==> src/rtl/reg_scoreboard.sv <==
// Read-side hazard scoreboard: per-register count of in-flight writes, decode stall and sticky error.
// Optional same-cycle write-back bypass is enabled by defining SB_WB_BYPASS_EN.
module reg_scoreboard #(
    parameter int NREG  = 32,
    parameter int CNT_W = 2,
    parameter int XLEN  = 32
) (
    input  logic            CLK,
    input  logic            RSTn,
    input  logic            issue_valid,
    input  logic            issue_wr,
    input  logic [4:0]      issue_rd,
    output logic            issue_ready,
    input  logic [4:0]      rs1,
    input  logic [4:0]      rs2,
    input  logic            rs1_used,
    input  logic            rs2_used,
    input  logic            wb_valid,
    input  logic [4:0]      wb_rd,
    input  logic [XLEN-1:0] wb_data,
    input  logic            flush,
    output logic            stall,
    output logic            fwd1_en,
    output logic            fwd2_en,
    output logic [XLEN-1:0] fwd_data,
    output logic [7:0]      pending_total,
    output logic            err
);

    localparam logic [CNT_W-1:0] CNT_MAX = {CNT_W{1'b1}};
    localparam logic [CNT_W-1:0] CNT_ONE = CNT_W'(1);

    logic [CNT_W-1:0] r_cnt [NREG];
    logic [7:0]       r_total;
    logic             r_err;

    logic [CNT_W-1:0] w_cnt_rs1, w_cnt_rs2, w_cnt_rd, w_cnt_wb;
    logic             w_byp1, w_byp2, w_haz1, w_haz2;
    logic             w_accept, w_ovf, w_wb_ok, w_udf;
    logic [NREG-1:0]  w_inc, w_dec;
    logic [7:0]       w_sum;

    assign w_cnt_rs1 = r_cnt[rs1];
    assign w_cnt_rs2 = r_cnt[rs2];
    assign w_cnt_rd  = r_cnt[issue_rd];
    assign w_cnt_wb  = r_cnt[wb_rd];

`ifdef SB_WB_BYPASS_EN
    // A source whose last in-flight write retires this very cycle takes the write-back value.
    assign w_byp1 = rs1_used && (rs1 != 5'd0) && (w_cnt_rs1 == CNT_ONE) && wb_valid
                    && (wb_rd == rs1) && !flush;
    assign w_byp2 = rs2_used && (rs2 != 5'd0) && (w_cnt_rs2 == CNT_ONE) && wb_valid
                    && (wb_rd == rs2) && !flush;
`else
    assign w_byp1 = 1'b0;
    assign w_byp2 = 1'b0;
`endif

    assign w_haz1 = rs1_used && (rs1 != 5'd0) && (w_cnt_rs1 != {CNT_W{1'b0}}) && !w_byp1;
    assign w_haz2 = rs2_used && (rs2 != 5'd0) && (w_cnt_rs2 != {CNT_W{1'b0}}) && !w_byp2;

    assign stall       = w_haz1 || w_haz2;
    assign issue_ready = !stall && ((issue_rd == 5'd0) || !issue_wr || (w_cnt_rd != CNT_MAX));
    assign fwd1_en     = w_byp1;
    assign fwd2_en     = w_byp2;
    assign fwd_data    = (w_byp1 || w_byp2) ? wb_data : {XLEN{1'b0}};

    assign w_accept = issue_valid && issue_ready && issue_wr && (issue_rd != 5'd0);
    assign w_ovf    = issue_valid && issue_wr && (issue_rd != 5'd0) && (w_cnt_rd == CNT_MAX) && !stall;
    assign w_wb_ok  = wb_valid && (wb_rd != 5'd0) && (w_cnt_wb != {CNT_W{1'b0}});
    assign w_udf    = wb_valid && (wb_rd != 5'd0) && (w_cnt_wb == {CNT_W{1'b0}});

    // One-hot increment/decrement requests plus the live sum of all counters.
    always_comb begin
        w_inc = {NREG{1'b0}};
        w_dec = {NREG{1'b0}};
        w_inc[issue_rd] = w_accept;
        w_dec[wb_rd]    = w_wb_ok;
        w_sum = 8'd0;
        for (int i = 0; i < NREG; i++) begin
            w_sum = w_sum + 8'(r_cnt[i]);
        end
    end

    // Counter array; an accept and a retire on the same register cancel out.
    always_ff @(posedge CLK or negedge RSTn) begin
        if (!RSTn) begin
            for (int i = 0; i < NREG; i++) r_cnt[i] <= {CNT_W{1'b0}};
        end else if (flush) begin
            for (int i = 0; i < NREG; i++) r_cnt[i] <= {CNT_W{1'b0}};
        end else begin
            for (int i = 1; i < NREG; i++) begin
                if (w_inc[i] && !w_dec[i]) begin
                    r_cnt[i] <= r_cnt[i] + CNT_ONE;
                end else if (w_dec[i] && !w_inc[i]) begin
                    r_cnt[i] <= r_cnt[i] - CNT_ONE;
                end else begin
                    r_cnt[i] <= r_cnt[i];
                end
            end
        end
    end

    // Pending total trails the counters by one edge; err survives flush, only reset clears it.
    always_ff @(posedge CLK or negedge RSTn) begin
        if (!RSTn) begin
            r_total <= 8'd0;
            r_err   <= 1'b0;
        end else if (flush) begin
            r_total <= 8'd0;
            r_err   <= r_err;
        end else begin
            r_total <= w_sum;
            r_err   <= r_err || w_ovf || w_udf;
        end
    end

    assign pending_total = r_total;
    assign err           = r_err;

endmodule
==> config.mk <==
export PLATFORM = sky130hd
export DESIGN_NAME = reg_scoreboard
export DESIGN_NICKNAME = d
export VERILOG_FILES = /design/src/rtl/reg_scoreboard.sv
export SDC_FILE = /design/constraint.sdc
export NUM_CORES = 1
export LEC_CHECK = 0
export CAP_MARGIN = 10
export CORE_MARGIN = 2
export CORE_UTILIZATION = 50
export DETAILED_ROUTE_END_ITERATION = 12
export PLACE_DENSITY = 0.75
export SYNTH_ARGS = -nofsm -noshare
export SYNTH_HDL_FRONTEND = slang
export SYNTH_SLANG_ARGS = --single-unit
==> constraint.sdc <==
create_clock -name CLK -period 5.57 [get_ports CLK]
set_clock_uncertainty 0.15 [all_clocks]
set_input_delay 0.8355 -clock CLK [delete_from_list [all_inputs] [get_ports CLK]]
set_output_delay 0.8355 -clock CLK [all_outputs]
set_load 0.01 [all_outputs]
==> impl_summary.txt <==
----------------------------------------------------
[Status]
  Outcome ... completed

[STA]
  Shortest period the worst path allows ... between 5 and 6 ns
  Setup violation total in the final timing report ... 0
  Slew margin rel. ... 36.17%
  Timing-limited maximum frequency ... about 0.18 GHz
  Number of hold violations in the final report ... 0
  Setup repair after global routing missed its margin ... true
  Measured slew at the worst slew-check pin ... 0.9575 ns
  Final cycle utilization of the critical path ... 99.37%
  Max-slew violation count ... 0

[Synthesis]
  Number of storage elements in the synthesis netlist ... 70
  Number of synthesized flops with an enable pin ... 0
  Fraction of registers with async set or reset after synthesis ... between 90% and 100%
  Yosys top cell by area ... sky130_fd_sc_hd__dfrtp_1
  Sequential element share of the synthesized area ... between 20% and 30%
  Fraction of synthesized cell area taken by the top area cell type ... 21.27%
  Primary FF master, synth ... sky130_fd_sc_hd__dfrtp_1
  Most area-consuming cells after synthesis ... sky130_fd_sc_hd__dfrtp_1 (21%), sky130_fd_sc_hd__fa_1 (14%), sky130_fd_sc_hd__nor2_1 (4.4%)
  Post-synthesis instance area ... between 8000 and 9000 um2
  Number of standard cells after synthesis ... between 900 and 1000
  Mean Syn Cell Area ... 8.678 um2
  Synth warnings ... 0
  Distinct cell type count of the synthesized netlist ... 81

[Setup path]
  Critical-path top delay cell ... sky130_fd_sc_hd__fa_2
  Startpoint class of the critical path ... register
  Data required time at the worst endpoint ... 5.65 ns
  Ordered list of cells on the worst path ... inv_1 > fa_1 > inv_1 > fa_2 > fa_2 > fa_1 > fa_1 > fa_1 > inv_2 > fa_1 > inv_1 > ha_2 > inv_2 > fa_2 > inv_2 > a21o_1 > a21oi_2 > xor2_1 > nor2_1
  Register-to-register setup slack ... between 0.03 and 0.04 ns
  Kind of cell with the highest combined delay on the critical path ... adder cells
  Critical Path Sink Type ... register
  Worst r2r src ... r_cnt[15]$_DFFE_PN0P_
  Crit path max fanout ... 2
  Worst R2R End ... pending_total[5]$_DFF_PN0_
  WS Path Type ... reg -> reg
  Stage delay of the slowest cell on the critical path ... approximately 0.62 ns
  Crit path buffers/inverters ... 6
  Data arrival at the endpoint of the critical path ... 5.61 ns
  Most used cell along the critical path ... sky130_fd_sc_hd__fa_1
  Cell depth of the worst flop-to-flop path ... 19

[Finish]
  Layout fillers ... 1447
  Antenna fix cells ... 0
  Share of layout cells above drive strength 1 ... around 16%
  Layout overhead on the synthesized area ... 13.25%
  Cell Count, Final, Fillers Out ... 1236
  Fin nets ... 1144

[Routing]
  Number of remaining DRC errors ... 0
  Initial drt markers ... 1064
  Wire per inst ... 21.89 um
  Met3 Routed Length ... between 2000 and 3000 um
  Antenna-violating nets left ... 0
  DR WL met2 ... around 12000 um
  Highest routing layer actually used ... met4
  DRT Wirelength ... ~27000 um
  Vias per inst ... a little over 6
  DRT met1 WL ... ~10000 um
  First-pass iteration count of the detailed router ... 6
  Vias ... between 7000 and 8000

[Floorplanning]
  Die footprint ... 17510 um2
  Height of the die ... between 100 and 150 um
  Number of placement rows ... between 40 and 50
  Initial Util ... 51.47%
  Count of pins on the block boundary ... ~110
  Width of the chip ... 132.3 um
  Total core area ... between 15000 and 20000 um2

[Min path]
  Worst hold path startpoint ... err$_DFFE_PN0N_
  Worst hold path depth ... 2
  Worst hold path class ... reg -> reg
  Endpoint of the worst hold path ... err$_DFFE_PN0N_

[Clocking]
  Buffer depth of the longest clock path ... 2
  TritonCTS sink count ... 70
  Clock slew at the register clock pins of the worst setup and hold paths ... about 0.060 ns
  Number of levels the H-tree was split into ... 3
  CTS hold repair buffers ... 0
  CTS Root Buffer Type ... sky130_fd_sc_hd__clkbuf_16
  Clock buffers created by TritonCTS ... 9
  CTS tree ... yes
  Clock Latency Late Sink ... between 0.3 and 0.4 ns

[Placed design]
  Final RePlAce weighted congestion ... between 1 and 1.5
  Number of instances in the placed design ... approximately 1200
  Detailed placement HPWL ... just over 20000 um
  Port Buf Inserts ... 37

[Global routing]
  Largest net degree at the start of global routing ... 71
  Antenna violations before repair ... 0
  Overall global routing resource usage ... a little under a third
  Global route overflow ... 0
  Global-route wire length before repair ... 42000 um
  Number of global-route vias before repair ... around 7200

[Pwr]
  Overall power after layout ... between 1 and 1.5 mW
  Comb pwr share ... 18.5%
  Power per standard cell area ... ~150 nW/um2
  Sequential power share ... a little under two fifths
  Peak VDD IR ... 138.0 uV
  Pint ... 959.2 uW
  Clock network fraction of design power ... around 45%
  Static Leak ... around 4 nW
  Net Sw Power ... around 430 uW
  Proportion of total power due to net switching ... between 30% and 40%

[Job]
  MaxCap Viol Count ... 0

----------------------------------------------------
[kinds of logic (layout without fill, tap and decap cells)]
family,Yosys count,after routing,synth area share (%)
xor gates and xnor gates,54,54,6.973
buffers and inverters,187,224,11.06
muxes,44,44,7.369
other,1,35,0.04554
and+or+nand+nor,315,315,19.87
adders and majority gates,69,69,15.68
DFF,70,70,21.27
AOI/OAI and AO/OA,209,209,17.73
[cell usage after synthesis, drive strengths merged, types with 8 or more instances]
cell type  instances
xnor2             43
a2111oi           13
buf               69
mux2i             28
nor2              98
fa                57
nand2b            13
a21oi             81
nor3b              9
xor2               8
a31o              11
a21o              11
mux4              13
and3              10
nand3             27
ha                12
nand2             36
dfrtp             70
o21ai             35
o2111ai           10
nor2b             24
nand4             24
inv              100
o21bai             9
nor3              39
clkbuf            18
[flip-flops by register name, summed over array words and instances (netlist names)]
| name | cells |
|---|---|
| pending_total | 7 |
| r_cnt | 62 |
| err | 1 |
[power by group through the flow]
| stage | Sequential (mW) | Clock, mW | Combinational, mW |
|---|---|---|---|
| after global placement | 0.524 | 0 | 0.245 |
| final | 0.515 | 0.621 | 0.257 |
| after CTS | 0.514 | 0.620 | 0.250 |
| after detailed placement | 0.524 | 0 | 0.248 |
| after floorplan | 0.526 | 0 | 0.176 |
| after global routing | 0.514 | 0.648 | 0.274 |
[layout make-up]
type / count / area, um2 / share of cell area [%]
Multi-Input combinational cell: 726 / 5727 / 61.40
Clock inverter: 6 / 70.07 / 0.7513
Clock buffer: 10 / 239.0 / 2.562
Timing Repair Buffer: 108 / 890.9 / 9.552
Tap cell: 216 / 270.3 / 2.898
Inverter: 100 / 377.9 / 4.052
Sequential cell: 70 / 1752 / 18.78
[cell usage in the layout, fill, tap and decap left out, types with 6 or more instances in the layout]
cell and count:
sky130_fd_sc_hd__clkbuf_16 9, sky130_fd_sc_hd__a31o_1 11, sky130_fd_sc_hd__o2111ai_1 10, sky130_fd_sc_hd__o21bai_1 9
sky130_fd_sc_hd__a2111oi_0 6, sky130_fd_sc_hd__a21o_1 11, sky130_fd_sc_hd__nand3_1 27, sky130_fd_sc_hd__fa_1 52
sky130_fd_sc_hd__xnor2_1 35, sky130_fd_sc_hd__buf_4 72, sky130_fd_sc_hd__a21oi_2 11, sky130_fd_sc_hd__nand2b_1 13
sky130_fd_sc_hd__o22ai_1 6, sky130_fd_sc_hd__xnor2_2 8, sky130_fd_sc_hd__or3_1 7, sky130_fd_sc_hd__conb_1 35
sky130_fd_sc_hd__mux4_2 13, sky130_fd_sc_hd__nand4_1 24, sky130_fd_sc_hd__nor4_1 6, sky130_fd_sc_hd__ha_1 11
sky130_fd_sc_hd__clkdlybuf4s50_1 34, sky130_fd_sc_hd__nand2_1 35, sky130_fd_sc_hd__nor3_1 39, sky130_fd_sc_hd__a21oi_1 70
sky130_fd_sc_hd__xor2_1 8, sky130_fd_sc_hd__nor2b_1 24, sky130_fd_sc_hd__mux2i_1 28, sky130_fd_sc_hd__nor2_1 97
sky130_fd_sc_hd__nor3b_1 8, sky130_fd_sc_hd__o21ai_0 31, sky130_fd_sc_hd__inv_2 10, sky130_fd_sc_hd__inv_1 89
sky130_fd_sc_hd__and3_1 10, sky130_fd_sc_hd__dfrtp_1 70
[layer usage]
metal  vias to the layer above  global-route usage [%]
met3                       116                   6.075
met1                      3654                   41.94
met4                         0                   16.97
met2                       474                   48.27
li1                       3380                       -
met5                         -                       0
[stage by stage]
stage	worst slack [ns]	cell area [um2]	util, %	TNS (ns)	hold WS (ns)
2_1_floorplan	0.1238	8363	-	0	0.3549
3_3_place_gp	-0.06981	8984	56.15	-0.06981	0.3355
3_5_place_dp	-0.1935	8984	56.15	-0.1935	0.3306
4_1_cts	-0.01828	9314	58.21	-0.01828	0.3549
5_1_grt	-0.1250	9326	58.29	-0.2366	0.4234
6_report	0.03520	9326	58.29	0	0.3598
[worst max-delay path by stage]
stage | slack, ns | startpoint | cells after the start | to
after global routing | -0.13 | r_cnt[13]$_DFFE_PN0P_ | 19 | pending_total[5]$_DFF_PN0_
after detailed placement | -0.19 | r_cnt[7]$_DFFE_PN0P_ | 19 | pending_total[5]$_DFF_PN0_
after floorplan | 0.12 | r_cnt[38]$_DFFE_PN0P_ | 20 | pending_total[5]$_DFF_PN0_
after CTS | -0.02 | r_cnt[61]$_DFFE_PN0P_ | 19 | pending_total[5]$_DFF_PN0_
final | 0.04 | r_cnt[15]$_DFFE_PN0P_ | 19 | pending_total[5]$_DFF_PN0_
after global placement | -0.07 | r_cnt[7]$_DFFE_PN0P_ | 19 | pending_total[5]$_DFF_PN0_
[worst min-delay path, stage by stage (launching register included)]
cell and delay, ns:
sky130_fd_sc_hd__dfrtp_1 0.37, sky130_fd_sc_hd__nor2_1 0.06, sky130_fd_sc_hd__nand2_1 0.05
[timing repair]
action | CTS | global route
endpoints found under the hold margin | 0 | 0
setup endpoints to repair | 2 | 4
buffers inserted | 1 | 1
gates resized for setup | 8 | 6
pin swaps | 13 | 10
Power figures use the tool's default switching activity.
